<file path="config.mk">
export PLATFORM = sky130hd
export DESIGN_NAME = rsa256_uart_wrapper
export DESIGN_NICKNAME = d
export VERILOG_FILES = /design/src/rtl/rsa_wrapper_pkg.sv /design/src/rtl/avm_byte_port.sv /design/src/rtl/rsa256_uart_wrapper.sv
export SDC_FILE = /design/constraint.sdc
export NUM_CORES = 1
export LEC_CHECK = 0
export ABC_AREA = 1
export CAP_MARGIN = 20
export CELL_PAD_IN_SITES_DETAIL_PLACEMENT = 1
export CELL_PAD_IN_SITES_GLOBAL_PLACEMENT = 1
export CORE_AREA = 10 10 418 420
export CTS_CLUSTER_SIZE = 40
export DETAILED_ROUTE_END_ITERATION = 6
export DIE_AREA = 0 0 428 430
export PLACE_DENSITY = 0.69
export SLEW_MARGIN = 10
export SYNTH_ARGS = -nofsm -noshare
export SYNTH_HDL_FRONTEND = slang
export SYNTH_HIERARCHICAL = 1
export SYNTH_SLANG_ARGS = --single-unit
</file>
<file path="constraint.sdc">
create_clock -name i_clk -period 4.9 [get_ports i_clk]
set_input_delay 0.735 -clock i_clk [delete_from_list [all_inputs] [get_ports i_clk]]
set_output_delay 0.735 -clock i_clk [all_outputs]
set_load 0.01 [all_outputs]
</file>
<file path="src/rtl/rsa_wrapper_pkg.sv">
// Shared types and sizes for the RSA-256 UART wrapper.
// RSA_WRAPPER_FULL_OUTPUT_EN sends all 32 result bytes instead of 31.
package rsa_wrapper_pkg;

    typedef enum logic [2:0] {
        S_QUERY_RX,
        S_READ,
        S_CALC,
        S_QUERY_TX,
        S_WRITE
    } state_t;

    typedef enum logic [1:0] {
        FLD_N,
        FLD_D,
        FLD_A
    } field_t;

    localparam int RSA_BYTES = 32;

`ifdef RSA_WRAPPER_FULL_OUTPUT_EN
    localparam int RSA_OUT_BYTES = 32;
`else
    localparam int RSA_OUT_BYTES = 31;
`endif

    // A repeats forever once the key has been loaded.
    function automatic field_t next_field(input field_t f);
        if (f == FLD_N) return FLD_D;
        return FLD_A;
    endfunction

endpackage

</file>
<file path="src/rtl/avm_byte_port.sv">
// Poll-then-transfer Avalon-MM sequencer for one byte direction.
// Computes the next bus register values; the owner holds the registers.
module avm_byte_port
    import rsa_wrapper_pkg::*;
#(
    parameter logic [4:0] DATA_ADDR   = 5'd0,
    parameter logic [4:0] STATUS_ADDR = 5'd8,
    parameter bit         IS_TX       = 1'b0
) (
    input  logic        query,
    input  logic        status_bit,
    input  logic        waitrequest,
    input  logic [4:0]  address,
    input  logic        read,
    input  logic        write,
    input  logic [31:0] writedata,
    input  logic [7:0]  tx_byte,
    output logic        ready,
    output logic        done,
    output logic [4:0]  nxt_address,
    output logic        nxt_read,
    output logic        nxt_write,
    output logic [31:0] nxt_writedata
);

    logic accept;

    always_comb begin
        accept        = (read | write) & ~waitrequest;
        ready         = query & accept & status_bit;
        done          = ~query & accept;
        nxt_address   = address;
        nxt_read      = read;
        nxt_write     = write;
        nxt_writedata = writedata;
        if (query) begin
            nxt_address = STATUS_ADDR;
            nxt_read    = 1'b1;
            nxt_write   = 1'b0;
            if (ready) begin
                nxt_address = DATA_ADDR;
                if (IS_TX) begin
                    nxt_read      = 1'b0;
                    nxt_write     = 1'b1;
                    nxt_writedata = {24'd0, tx_byte};
                end
            end
        end else if (done) begin
            nxt_address = STATUS_ADDR;
            nxt_read    = 1'b1;
            nxt_write   = 1'b0;
        end
    end

endmodule

</file>
<file path="src/rtl/rsa256_uart_wrapper.sv">
// UART bus-master front end for the RSA-256 core: loads N, d, A, returns plaintext.
// RSA_WRAPPER_FULL_OUTPUT_EN transmits result[255:248] as an extra first byte.
module rsa256_uart_wrapper
    import rsa_wrapper_pkg::*;
#(
    parameter logic [4:0] RX_BASE     = 5'd0,
    parameter logic [4:0] TX_BASE     = 5'd4,
    parameter logic [4:0] STATUS_BASE = 5'd8,
    parameter int         RRDY_BIT    = 7,
    parameter int         TRDY_BIT    = 6
) (
    input  logic         i_clk,
    input  logic         i_rst_n,
    output logic [4:0]   avm_address,
    output logic         avm_read,
    input  logic [31:0]  avm_readdata,
    output logic         avm_write,
    output logic [31:0]  avm_writedata,
    input  logic         avm_waitrequest,
    output logic         o_core_start,
    output logic [255:0] o_core_a,
    output logic [255:0] o_core_d,
    output logic [255:0] o_core_n,
    input  logic [255:0] i_core_result,
    input  logic         i_core_finished
);

    state_t       state;
    field_t       field;
    logic [5:0]   cnt;
    logic [255:0] out_sr;
    logic [7:0]   tx_byte;
    logic         unused_ok;

    logic         rx_ready, rx_done, tx_ready, tx_done;
    logic [4:0]   rx_addr, tx_addr;
    logic         rx_rd, rx_wr, tx_rd, tx_wr;
    logic [31:0]  rx_wd, tx_wd;

`ifdef RSA_WRAPPER_FULL_OUTPUT_EN
    assign tx_byte   = out_sr[255:248];
    assign unused_ok = ^avm_readdata[31:8];
`else
    assign tx_byte   = out_sr[247:240];
    assign unused_ok = ^{avm_readdata[31:8], out_sr[255:248]};
`endif

    avm_byte_port #(
        .DATA_ADDR   (RX_BASE),
        .STATUS_ADDR (STATUS_BASE),
        .IS_TX       (1'b0)
    ) u_rx (
        .query         (state == S_QUERY_RX),
        .status_bit    (avm_readdata[RRDY_BIT]),
        .waitrequest   (avm_waitrequest),
        .address       (avm_address),
        .read          (avm_read),
        .write         (avm_write),
        .writedata     (avm_writedata),
        .tx_byte       (tx_byte),
        .ready         (rx_ready),
        .done          (rx_done),
        .nxt_address   (rx_addr),
        .nxt_read      (rx_rd),
        .nxt_write     (rx_wr),
        .nxt_writedata (rx_wd)
    );

    avm_byte_port #(
        .DATA_ADDR   (TX_BASE),
        .STATUS_ADDR (STATUS_BASE),
        .IS_TX       (1'b1)
    ) u_tx (
        .query         (state == S_QUERY_TX),
        .status_bit    (avm_readdata[TRDY_BIT]),
        .waitrequest   (avm_waitrequest),
        .address       (avm_address),
        .read          (avm_read),
        .write         (avm_write),
        .writedata     (avm_writedata),
        .tx_byte       (tx_byte),
        .ready         (tx_ready),
        .done          (tx_done),
        .nxt_address   (tx_addr),
        .nxt_read      (tx_rd),
        .nxt_write     (tx_wr),
        .nxt_writedata (tx_wd)
    );

    always_ff @(posedge i_clk or negedge i_rst_n) begin
        if (!i_rst_n) begin
            state         <= S_QUERY_RX;
            field         <= FLD_N;
            cnt           <= 6'd0;
            out_sr        <= '0;
            avm_address   <= STATUS_BASE;
            avm_read      <= 1'b0;
            avm_write     <= 1'b0;
            avm_writedata <= 32'd0;
            o_core_start  <= 1'b0;
            o_core_n      <= '0;
            o_core_d      <= '0;
            o_core_a      <= '0;
        end else begin
            o_core_start <= 1'b0;
            unique case (state)
                S_QUERY_RX: begin
                    avm_address   <= rx_addr;
                    avm_read      <= rx_rd;
                    avm_write     <= rx_wr;
                    avm_writedata <= rx_wd;
                    if (rx_ready) state <= S_READ;
                end
                S_READ: begin
                    avm_address   <= rx_addr;
                    avm_read      <= rx_rd;
                    avm_write     <= rx_wr;
                    avm_writedata <= rx_wd;
                    if (rx_done) begin
                        cnt   <= cnt + 6'd1;
                        state <= S_QUERY_RX;
                        unique case (field)
                            FLD_N:   o_core_n <= {o_core_n[247:0], avm_readdata[7:0]};
                            FLD_D:   o_core_d <= {o_core_d[247:0], avm_readdata[7:0]};
                            default: o_core_a <= {o_core_a[247:0], avm_readdata[7:0]};
                        endcase
                        if (cnt == 6'(RSA_BYTES - 1)) begin
                            cnt   <= 6'd0;
                            field <= next_field(field);
                            if (field == FLD_A) begin
                                avm_read     <= 1'b0;
                                o_core_start <= 1'b1;
                                state        <= S_CALC;
                            end
                        end
                    end
                end
                S_CALC: begin
                    // A done pulse coincident with our own start is stale.
                    if (i_core_finished && !o_core_start) begin
                        out_sr      <= i_core_result;
                        cnt         <= 6'd0;
                        avm_read    <= 1'b1;
                        avm_address <= STATUS_BASE;
                        state       <= S_QUERY_TX;
                    end
                end
                S_QUERY_TX: begin
                    avm_address   <= tx_addr;
                    avm_read      <= tx_rd;
                    avm_write     <= tx_wr;
                    avm_writedata <= tx_wd;
                    if (tx_ready) state <= S_WRITE;
                end
                S_WRITE: begin
                    avm_address   <= tx_addr;
                    avm_read      <= tx_rd;
                    avm_write     <= tx_wr;
                    avm_writedata <= tx_wd;
                    if (tx_done) begin
                        out_sr <= out_sr << 8;
                        cnt    <= cnt + 6'd1;
                        state  <= S_QUERY_TX;
                        if (cnt == 6'(RSA_OUT_BYTES - 1)) begin
                            cnt   <= 6'd0;
                            field <= FLD_A;
                            state <= S_QUERY_RX;
                        end
                    end
                end
                default: state <= S_QUERY_RX;
            endcase
        end
    end

endmodule

</file>
Yosys cells after proc, flatten, opt, wreduce, memory -nomap -nowiden --
Index checks and enable logic that the tools add are counted.
Storage, ports and cells: output and inout port bits 808, logic and storage cells 123, register bits 1043, input bits 292
Cells by class: add/subtract/negate cells 1, multiplexer cells 57, equal/unequal tests 17, reductions and logical operators 24, bitwise gates (word level) 12
Operator list (count):
- 248-bit two-way mux | 2
- 248-bit case mux with 2 select lines | 1
- 6-bit two-way mux | 5
- 5-bit two-way mux | 5
- 1-bit two-way mux | 22
- 3-bit AND reduction | 7
- 2-bit two-way mux | 9
- 6-bit case mux with 3 select lines | 1
- 3-bit two-way mux | 5
- 3-bit case mux with 5 select lines | 1
- 5-bit case mux with 3 select lines | 1
- 2-bit inequality test (second input constant) | 7
- 6-bit by 5-bit equality test with 1-bit output (second input constant) | 2
- 5-bit AND reduction | 2
- 4-bit two-way mux | 2
- 4-bit AND reduction | 2
- 1-bit bitwise AND | 7
- 6-bit by 1-bit adder with 6-bit output (second input constant) | 1
- 3-bit by 2-bit equality test with 1-bit output (second input constant) | 2
- 3-bit by 1-bit inequality test with 1-bit output (second input constant) | 2
- 2-bit nonzero test | 3
- 3-bit nonzero test | 2
- 2-bit OR reduction | 3
- 1-bit NOT | 4
- 13 further kinds | 13

Depth between registers and ports, before layout --
Gate-level depths: netlist (run 1).
depth after elaboration 9, depth in mapped cells 14

Hierarchy --
Netlist (run 1), hierarchy kept.
Modules (own cells, without submodules):
- rsa256_uart_wrapper | sequential area each 26701.9 sq um, cells each 4764, instances 1, area an instance 42941.2 sq um
- avm_byte_port at u_tx | sequential area each 0.0 sq um, cells each 104, instances 1, area an instance 449.2 sq um
- avm_byte_port at u_rx | sequential area each 0.0 sq um, cells each 58, instances 1, area an instance 345.3 sq um

Least setup slack after synthesis (run 1) --
OpenSTA, ideal clock, no wires.
path type in2reg, from in avm_waitrequest, to reg out_sr[20], stages 10, setup time 0.130 ns, slack 2.865 ns, data arrival time 1.905 ns, required time 4.770 ns, path through inv_1 -> o21ai_0 -> nor2_1 -> inv_1 -> o21ai_2 -> nand2_4 -> inv_2 -> buf_6 -> clkbuf_1 -> o21ai_1
Between the ends: cells in the longest elaborated chain, start to end 5
Ends and longest elaborated chain:
- from (decl) | RTL line rsa256_uart_wrapper.sv:19 | input logic avm_waitrequest,
- 1-bit NOT | RTL line avm_byte_port.sv:29 | accept = (read | write) & ~waitrequest;
- 1-bit bitwise AND | RTL line avm_byte_port.sv:29
- 1-bit bitwise AND | RTL line avm_byte_port.sv:31 | done = ~query & accept;
- named net tx_done | RTL line rsa256_uart_wrapper.sv:35 | logic rx_ready, rx_done, tx_ready, tx_done;
- 2-bit inequality test (no line)
- 3-bit AND reduction (no line)
- to (signal assigned) | RTL line rsa256_uart_wrapper.sv:141 | out_sr <= i_core_result;
- to (signal assigned) | RTL line rsa256_uart_wrapper.sv:161 | out_sr <= out_sr << 8;
- to (decl) | RTL line rsa256_uart_wrapper.sv:31 | logic [255:0] out_sr;
The timed path passes the listed nets, and every way through them passes these cells. A chain may end at the register's enable or synchronous reset.

Final worst setup path (run 1) --
from reg state[1], to reg o_core_n[9]
Between the ends: cells in the longest elaborated chain, start to end 4, elaborated cells on any way between the ends 5
Ends and longest elaborated chain:
- from (decl) | RTL line rsa256_uart_wrapper.sv:28 | state_t state;
- from (signal assigned) | RTL line rsa256_uart_wrapper.sv:92 | state <= S_QUERY_RX;
- from (signal assigned) | RTL line rsa256_uart_wrapper.sv:112 | if (rx_ready) state <= S_READ;
- from (signal assigned) | RTL line rsa256_uart_wrapper.sv:121 | state <= S_QUERY_RX;
- 3-bit zero test | RTL line rsa256_uart_wrapper.sv:53 | .query (state == S_QUERY_RX),
- 1-bit NOT | RTL line avm_byte_port.sv:31
- 1-bit bitwise AND | RTL line avm_byte_port.sv:31
- named net rx_done | RTL line rsa256_uart_wrapper.sv:35
- 3-bit AND reduction (no line)
- to (signal assigned) | RTL line rsa256_uart_wrapper.sv:123 | FLD_N: o_core_n <= {o_core_n[247:0], avm_readdata[7:0]};
- to (decl) | RTL line rsa256_uart_wrapper.sv:23 | output logic [255:0] o_core_n,
The timed path passes the listed nets, and every way through them passes these cells.

==> impl_results.md, run 1 <==
* MaxCap Viol Count at 0
* Clk sinks at 1067
* Routed Wire Length at 176000 um
* Leak at 0.0297 uW
* DRT Pass-1 Iters at 6
* Hold_ws at 0.483 ns
* Placer Congestion at 0.869
* # resized after CTS at 0
* Slew Limit Fails at 0
* VDD IR max at 0.320 mV
* All-Layer GR Usage at 0.182
* WS Path Type: reg -> reg
* Netlist cell types at 37
* Ys Warns at 6
* Clock latency on the worst-skew pair at 0.78 ns
* P&R area growth vs syn at 37.9%
* Max Root-Sink Buffers at 3
* Worst Setup Start Kind: flip-flop
* Die area at 184000 um^2
* Worst slew pin tran at 1.15 ns
* TritonCTS clock tree: done
* Num CTS Buffers at 120
* Die width at 428 um
* Synth area leader: dfrtp_1
* Placement Rows at 150
* I/O pins at 1100
* Post-synthesis sequential area ratio at 0.611
* Vert. Die Dim at 430 um
* Number of I/O port buffers at 1067
* Syn nets at 5220
* Final #Nets at 6135
* Largest net degree at the start of global routing at 272
* Mapped Area at 43700 um^2
* Top layer in use: met5
* Fmax achieved at 311 MHz
* Primary FF master, synth: dfrtp_1
* Post-synth EDFFs at 0
* First-pass GRT wire length at 255000 um
* FFs w/ async S/R, synth at 1.00
* DR WL/cell at 21.6 um
* Req. time, crit path at 5.51 ns
* Synth cell count leaders: dfrtp_1 (1066), nand2_1 (1039), inv_1 (682)
* Yosys reg bits at 1067
* Slew headroom at 0.235
* Top cells by area, synth: dfrtp_1 (61%), nand2_1 (8.9%), o21ai_0 (6.6%)
* Via Count at 36600
* Pwr per Cell Area at 437 nW/um^2
* Clk slew on worst S/H paths at 0.06 ns
* CP max FO at 271
* Routed length on met3 at 10200 um
* Status: completed
* Worst setup EP type: flip-flop
* Period minus WS final at 3.22 ns
* DRT iter0 DRCs at 2441
* Top-count cell post-synth: dfrtp_1
* Crit path DAT at 3.83 ns
* Vias in the first global route at 37500
* P_int at 18100 uW
* Logic pwr share at 0.219
* Switching Share at 0.311
* Final HPWL DP at 135000 um
* Setup Skew at 0.106 ns
* DRT antenna net count at 0
* Vias/cell at 4.48
* Post-Syn Area per Cell at 8.88 um^2
* Clock power frac at 0.358
* RSZ-0062 raised after global routing: no
* Setup TNS at 0 ns
* Tcrit/Tclk final at 0.657
* M1 wire length at 68400 um
* DRC at 0
* Yosys top cell area share at 0.610
* Core footprint at 166000 um^2
* H-tree levels at 3
* Routed met2 length at 90500 um
* Initial antenna violation count at 29
* Mapped Cells at 4926
* Final Hold Viols at 0
* Clk root buf: clkbuf_16
* Layout cells sized above 1 at 0.0481
* Seq pwr share at 0.423
* Hold WC Path Type: reg -> reg
* Grt total ovfl at 0
* Final setup vio count at 0
* Sw Pwr at 8200 uW
* Post-CTS setup buffers at 0
* Initial Utilization at 0.263
-- state kept, by name (all words and copies together), names as in the netlist, 3 cells and up --
| signal | count |
|---|---|
| out_sr | 248 |
| o_core_d | 256 |
| avm_address | 5 |
| state | 3 |
| cnt | 6 |
| o_core_a | 256 |
| o_core_n | 256 |
| avm_writedata | 32 |
-- through the flow --
step                cells  instance area, um^2  total power [uW]  setup WS [ns]  utilization
floorplan            4926                43700             13000           2.86            -
global placement     7921                56100             17000           1.14        0.337
detailed placement   7922                56100             17200           1.09        0.337
CTS                  8144                60300             26800           1.63        0.362
global route         8162                60300             27600           1.35        0.363
finish               8164                60300             26300           1.68        0.363
-- worst max-delay path, stage by stage (launching register included) --
cell,delay [ns]
dfrtp_1,0.54
inv_1,0.11
nand2_1,0.09
nor2_1,0.37
nor2_1,0.28
nand3_4,0.15
buf_4,0.38
buf_12,0.64
mux2_2,0.42
-- worst paths after layout --
check                           cells past startpoint                 startpoint  slack (ns)                   endpoint
worst max register to register                      8       state[1]$_DFFE_PN0P_        1.68    o_core_n[9]$_DFFE_PN0P_
worst max-delay path                                8       state[1]$_DFFE_PN0P_        1.68    o_core_n[9]$_DFFE_PN0P_
max in group asynchronous                           3                    i_rst_n        2.85    out_sr[198]$_DFFE_PN0P_
min in group asynchronous                           2                    i_rst_n        0.56   o_core_n[50]$_DFFE_PN0P_
worst min register to register                      2  o_core_a[250]$_DFFE_PN0P_        0.48  o_core_a[250]$_DFFE_PN0P_
worst min-delay path                                2  o_core_a[250]$_DFFE_PN0P_        0.48  o_core_a[250]$_DFFE_PN0P_
-- layout make-up --
class / instances / area [um^2]
Antenna cell: 20 / 50.0
Clock buffer: 177 / 3500
Clock inverter: 44 / 657
Fill cell: 19300 / 106000
Inverter: 690 / 2600
Multi-Input combinational cell: 2844 / 12700
Sequential cell: 1067 / 26700
Tap cell: 2204 / 2760
Timing Repair Buffer: 1118 / 11400
-- cell families (layout without fill, tap and decap cells) --
logic type                 after synthesis  after routing  share of synthesized area
DFF                                   1067           1067                      0.611
muxes                                   16             16                    0.00412
xor gates and xnor gates                 2              2                   0.000401
AOI/OAI and AO/OA                     1284           1284                      0.149
adders and majority gates                2              2                   0.000572
buffers and inverters                 1015           2029                     0.0995
other                                    0             20                          0
and+or+nand+nor                       1540           1540                      0.136
-- placed cells by master, fill, tap and decap left out, types with 37 or more instances in the layout --
| cell type | netlist | routed |
|---|---|---|
| a21oi_1 | 361 | 361 |
| nor2_1 | 445 | 445 |
| o21ai_0 | 580 | 580 |
| clkdlybuf4s50_1 | 0 | 1066 |
| dfrtp_1 | 1066 | 1066 |
| inv_1 | 682 | 682 |
| o21ai_1 | 295 | 295 |
| clkbuf_16 | 0 | 120 |
| nand2_1 | 1039 | 1038 |
| a31oi_1 | 37 | 37 |
-- timing repair --
item                                    CTS  global route
hold buffers                              1             0
hold endpoints to repair                 24             0
endpoints found under the setup margin    0             0
-- routing by layer --
layer  up-vias  GRT usage
li1      17300          -
met1     18200      0.205
met2       879      0.327
met3       258     0.0461
met4        16     0.0760
met5         -          0
-- power by group through the flow --
| stage | sequential (uW) | clock (uW) | combinational (uW) |
|---|---|---|---|
| 2_1_floorplan | 11300 | 0 | 1710 |
| 3_3_place_gp | 11200 | 0 | 5750 |
| 3_5_place_dp | 11300 | 0 | 5880 |
| 4_1_cts | 11100 | 9720 | 5910 |
| 5_1_grt | 11300 | 10100 | 6300 |
| 6_report | 11100 | 9430 | 5770 |
Power figures use the tool's default switching activity.
==> run 2: changes to the inputs <==
--- a/config.mk
+++ b/config.mk
@@ -9,11 +9,11 @@
 export CAP_MARGIN = 20
 export CELL_PAD_IN_SITES_DETAIL_PLACEMENT = 1
 export CELL_PAD_IN_SITES_GLOBAL_PLACEMENT = 1
-export CORE_AREA = 10 10 418 420
+export CORE_AREA = 10 10 422 424
 export CTS_CLUSTER_SIZE = 40
 export DETAILED_ROUTE_END_ITERATION = 6
-export DIE_AREA = 0 0 428 430
-export PLACE_DENSITY = 0.69
+export DIE_AREA = 0 0 432 434
+export PLACE_DENSITY = 0.68
 export SLEW_MARGIN = 10
 export SYNTH_ARGS = -nofsm -noshare
 export SYNTH_HDL_FRONTEND = slang
==> constraint.sdc (replaced) <==
create_clock -name i_clk -period 3 [get_ports i_clk]
set_input_delay 0.45 -clock i_clk [delete_from_list [all_inputs] [get_ports i_clk]]
set_output_delay 0.45 -clock i_clk [all_outputs]
set_load 0.01 [all_outputs]
==> impl_results.md, run 2 (synthesized netlist as in run 1, its figures left out) <==
* CP max stage delay at 0.75 ns
* # resized after CTS at 0
* Tcrit/Tclk final at 0.872
* H-tree levels at 3
* I/O pins at 1100
* Placed inst area at 57000 um^2
* Logic pwr share at 0.227
* Crit path DAT at 2.16 ns
* Initial antenna violation count at 33
* Max Root-Sink Buffers at 3
* Clk slew on worst S/H paths at 0.06 ns
* Setup TNS at 0 ns
* Largest net degree at the start of global routing at 136
* Biggest regs: o_core_a (256), o_core_d (256), o_core_n (256)
* Layout cells sized above 1 at 0.0599
* VDD IR max at 0.492 mV
* DRC at 0
* Num CTS Buffers at 119
* DRT iter0 DRCs at 2398
* Slew Limit Fails at 0
* Top layer in use: met5
* Final Instance Area at 61200 um^2
* Slew headroom at 0.526
* Setup Skew at 0.0766 ns
* Clock power frac at 0.354
* Switching Share at 0.314
* M1 wire length at 70100 um
* Number of I/O port buffers at 1067
* Placer Congestion at 0.863
* Worst-path cell chain: clkdlybuf4s50_1
* RSZ-0062 raised after global routing: no
* Fmax achieved at 382 MHz
* WS Path Type: reg -> out
* Req. time, crit path at 2.55 ns
* Routed met2 length at 94700 um
* Final HPWL DP at 142000 um
* P&R area growth vs syn at 39.8%
* P_int at 29700 uW
* DRT Pass-1 Iters at 5
* Grt total ovfl at 0
* Hold WC Path Type: in -> async
* Pwr per Cell Area at 707 nW/um^2
* Via Count at 37000
* Design Power at 43300 uW
* Vias/cell at 4.48
* Clock latency on the worst-skew pair at 0.77 ns
* Vias in the first global route at 38600
* Routed length on met3 at 9160 um
* Buf/Inv on CP at 1
* Clk sinks at 1067
* Period minus WS final at 2.61 ns
* Worst Setup Start Kind: flip-flop
* MaxCap Viol Count at 0
* Clk root buf: clkbuf_16
* CP max FO at 3
* Initial Utilization at 0.259
* Core footprint at 169000 um^2
* DR WL/cell at 22.0 um
* Die area at 187000 um^2
* Worst slew pin tran at 0.709 ns
* Vert. Die Dim at 434 um
* TritonCTS clock tree: done
* Placement Rows at 151
* Final Hold Viols at 0
* Sw Pwr at 13600 uW
* Leak at 0.0302 uW
* First-pass GRT wire length at 262000 um
* Routed Wire Length at 182000 um
* Seq pwr share at 0.419
* Crit-path leading delay family: flip-flops
* Die width at 432 um
* Worst setup EP type: output pin
* DRT antenna net count at 0
* Final #Nets at 6206
* Most frequent cells in the layout: dfrtp_1 (1066), clkdlybuf4s50_1 (1066), nand2_1 (1038)
* CP max stage cell: dfrtp_1
* Status: completed
* Final setup vio count at 0
* All-Layer GR Usage at 0.186
## run 2: cell count changes in the layout (fill, tap and decap cells not counted), moves of 3 or more
cell	previous run	this run
buf_4	28	77
buf_12	21	44
clkbuf_8	28	37
diode_2	20	29
bufinv_16	11	8
## run 2: power by group through the flow
stage          clock network [uW]  logic (uW)  registers (uW)
6_report                    15300        9810           18100
5_1_grt                     16300       10700           18400
4_1_cts                     15700       10100           18100
3_5_place_dp                    0       10000           18400
3_3_place_gp                    0        9790           18300
2_1_floorplan                   0        2790           18500
## run 2: worst paths after layout
path / startpoint / endpoint / slack, ns / cells after the start
worst min register to register: o_core_a[253]$_DFFE_PN0P_ / o_core_a[253]$_DFFE_PN0P_ / 0.49 / 2
worst min-delay path: i_rst_n / o_core_n[53]$_DFFE_PN0P_ / 0.22 / 2
min in group i_clk: i_core_result[5] / out_sr[5]$_DFFE_PN0P_ / 0.32 / 3
worst max-delay path: o_core_n[56]$_DFFE_PN0P_ / o_core_n[56] / 0.39 / 1
max in group asynchronous: i_rst_n / o_core_n[4]$_DFFE_PN0P_ / 1.62 / 3
worst max register to register: state[1]$_DFFE_PN0P_ / o_core_n[36]$_DFFE_PN0P_ / 0.49 / 9
## run 2: layout make-up
cell class	instances	area, um^2
clock buffer	184	3590
inverter	690	2600
sequential	1067	26700
fill	19600	108000
antenna	29	72.6
multi-input combinational	2844	12700
tap	2218	2780
timing repair buffer	1190	12200
clock inverter	38	529
## run 2: metrics by stage
stage,hold WS [ns],setup slack [ns],cells,utilization
3_5_place_dp,0.442,0.220,8008,0.337
6_report,0.217,0.385,8260,0.362
3_3_place_gp,0.440,0.193,8007,0.337
2_1_floorplan,0.154,1.11,4926,-
5_1_grt,0.245,0.305,8256,0.362
4_1_cts,0.187,0.246,8231,0.361
## run 2: what timing repair did
item	4_1_cts	5_1_grt
endpoints found under the hold margin	24	0
buffers inserted	0	0
hold buffers	1	0
## run 2: routing by layer
layer | up-vias | track usage
met1 | 18400 | 0.209
met5 | - | 0
li1 | 17400 | -
met4 | 4 | 0.0838
met2 | 873 | 0.337
met3 | 280 | 0.0378
==> run 3: changes to the inputs <==
--- a/config.mk
+++ b/config.mk
@@ -7,13 +7,11 @@
 export LEC_CHECK = 0
 export ABC_AREA = 1
 export CAP_MARGIN = 20
-export CELL_PAD_IN_SITES_DETAIL_PLACEMENT = 1
-export CELL_PAD_IN_SITES_GLOBAL_PLACEMENT = 1
-export CORE_AREA = 10 10 422 424
+export CORE_AREA = 10 10 421 423
 export CTS_CLUSTER_SIZE = 40
 export DETAILED_ROUTE_END_ITERATION = 6
-export DIE_AREA = 0 0 432 434
-export PLACE_DENSITY = 0.68
+export DIE_AREA = 0 0 431 433
+export PLACE_DENSITY = 0.56
 export SLEW_MARGIN = 10
 export SYNTH_ARGS = -nofsm -noshare
 export SYNTH_HDL_FRONTEND = slang
==> impl_results.md, run 3 (synthesized netlist as in run 1, its figures left out) <==
* Biggest regs: o_core_a (256), o_core_d (256), o_core_n (256)
* Post-CTS setup buffers at 0
* WS Path Type: reg -> out
* Worst reg2reg endpoint: avm_writedata[16]$_DFFE_PN0P_
* Buf/Inv on CP at 1
* Crit path DAT at 2.08 ns
* Placer Congestion at 0.869
* TritonCTS clock tree: done
* Vias in the first global route at 34700
* MaxCap Viol Count at 0
* Worst slew pin tran at 0.703 ns
* Fmax achieved at 396 MHz
* Status: completed
* Slew headroom at 0.530
* I/O pins at 1100
* Core footprint at 169000 um^2
* Clk root buf: clkbuf_16
* Setup TNS at 0 ns
* Worst Setup Start Kind: flip-flop
* Fill cells at 17100
* RSZ-0062 raised after global routing: no
* Slew Limit Fails at 0
* Period minus WS final at 2.53 ns
* DRT Pass-1 Iters at 5
* Tcrit/Tclk final at 0.842
* Clk slew on worst S/H paths at 0.06 ns
* CP max stage cell: clkdlybuf4s50_1
* Pwr per Cell Area at 699 nW/um^2
* P&R area growth vs syn at 39.5%
* Final HPWL DP at 128000 um
* DRC at 0
* Number of I/O port buffers at 1067
* Placement Rows at 151
* All-Layer GR Usage at 0.170
* Num CTS Buffers at 119
* Hold WC Path Type: in -> async
* Layout cells sized above 1 at 0.0608
* Worst setup EP type: output pin
* Initial antenna violation count at 25
* Die width at 431 um
* Pre-CTS WS at 0.357 ns
* Die area at 187000 um^2
* Final #Nets at 6219
* Clock latency on the worst-skew pair at 0.75 ns
* DRT antenna net count at 0
* Setup ws final at 0.474 ns
* CP max FO at 3
* Hold_ws at 0.274 ns
* Vias/cell at 4.37
* Setup Skew at 0.0281 ns
* CP max stage delay at 0.94 ns
* Post-placement cell count at 8021
* Design Power at 42600 uW
* VDD IR max at 0.431 mV
* Max Root-Sink Buffers at 3
* Crit-path leading delay family: buffers and inverters
* Reg2reg path depth at 8
* Req. time, crit path at 2.55 ns
* Largest net degree at the start of global routing at 119
* Worst-path cell chain: clkdlybuf4s50_1
* Most frequent cells in the layout: dfrtp_1 (1066), clkdlybuf4s50_1 (1066), nand2_1 (1038)
* R2R Path Start: state[1]$_DFFE_PN0P_
* DR WL/cell at 20.0 um
* H-tree levels at 3
* Final setup vio count at 0
* # resized after CTS at 0
* Routed Wire Length at 165000 um
* Initial Utilization at 0.259
* DRT iter0 DRCs at 2686
* Via Count at 36000
* Vert. Die Dim at 433 um
* Non-filler cells, final at 8246
* Final Hold Viols at 0
* First-pass GRT wire length at 238000 um
* Leak at 0.0301 uW
* R2R Setup Slk at 0.58 ns
* Clk sinks at 1067
* Grt total ovfl at 0
run 3: changes by cell type in the layout (fill, tap and decap cells not counted):
cell	change
clkinv_4	+2
clkinvlp_4	+1
clkbuf_8	-5
buf_16	-1
buf_12	-5
clkinv_16	-4
inv_6	+1
diode_2	-21
clkbuf_1	+1
clkinv_2	-4
clkbuf_16	+3
buf_4	+19
bufinv_16	-1
run 3: power by group:
part,switching (uW),internal (uW)
Combinational,5140,4440
Clock,6200,8810
Sequential,1710,16300
run 3: worst max path at each step:
stage	startpoint	to	slack, ns	cells past startpoint
3_3_place_gp	avm_waitrequest	o_core_n[228]$_DFFE_PN0P_	0.32	10
4_1_cts	o_core_n[15]$_DFFE_PN0P_	o_core_n[15]	0.23	1
6_report	o_core_n[15]$_DFFE_PN0P_	o_core_n[15]	0.47	1
5_1_grt	o_core_n[15]$_DFFE_PN0P_	o_core_n[15]	0.30	1
3_5_place_dp	avm_waitrequest	o_core_n[228]$_DFFE_PN0P_	0.36	10
2_1_floorplan	state[0]$_DFFE_PN0P_	o_core_n[100]$_DFFE_PN0P_	1.11	9
run 3: layer usage:
| layer | GRT usage | vias up | wire [um] |
|---|---|---|---|
| li1 | - | 17500 | - |
| met5 | 0 | - | 172 |
| met3 | 0.0427 | 241 | 10700 |
| met1 | 0.198 | 17200 | 64200 |
| met4 | 0.0666 | 22 | 6180 |
| met2 | 0.299 | 1062 | 83800 |
run 3: repair_timing:
| item | CTS | global route |
|---|---|---|
| endpoints found under the setup margin | 0 | 0 |
| hold buffers | 1 | 0 |
| hold endpoints to repair | 14 | 0 |
run 3: layout make-up:
class | instances | area (um^2) | share of cell area
Timing Repair Buffer | 1203 | 12200 | 0.200
Clock buffer | 183 | 3600 | 0.0591
Inverter | 690 | 2600 | 0.0426
Clock inverter | 33 | 393 | 0.00644
Antenna cell | 8 | 20.0 | 0.000328
Sequential cell | 1067 | 26700 | 0.438
Multi-Input combinational cell | 2844 | 12700 | 0.208
Tap cell | 2218 | 2780 | 0.0455
run 3: through the flow:
step / cell area, um^2 / utilization
2_1_floorplan: 43700 / -
3_3_place_gp: 57000 / 0.338
3_5_place_dp: 57000 / 0.338
4_1_cts: 61000 / 0.361
5_1_grt: 61000 / 0.362
6_report: 61000 / 0.362
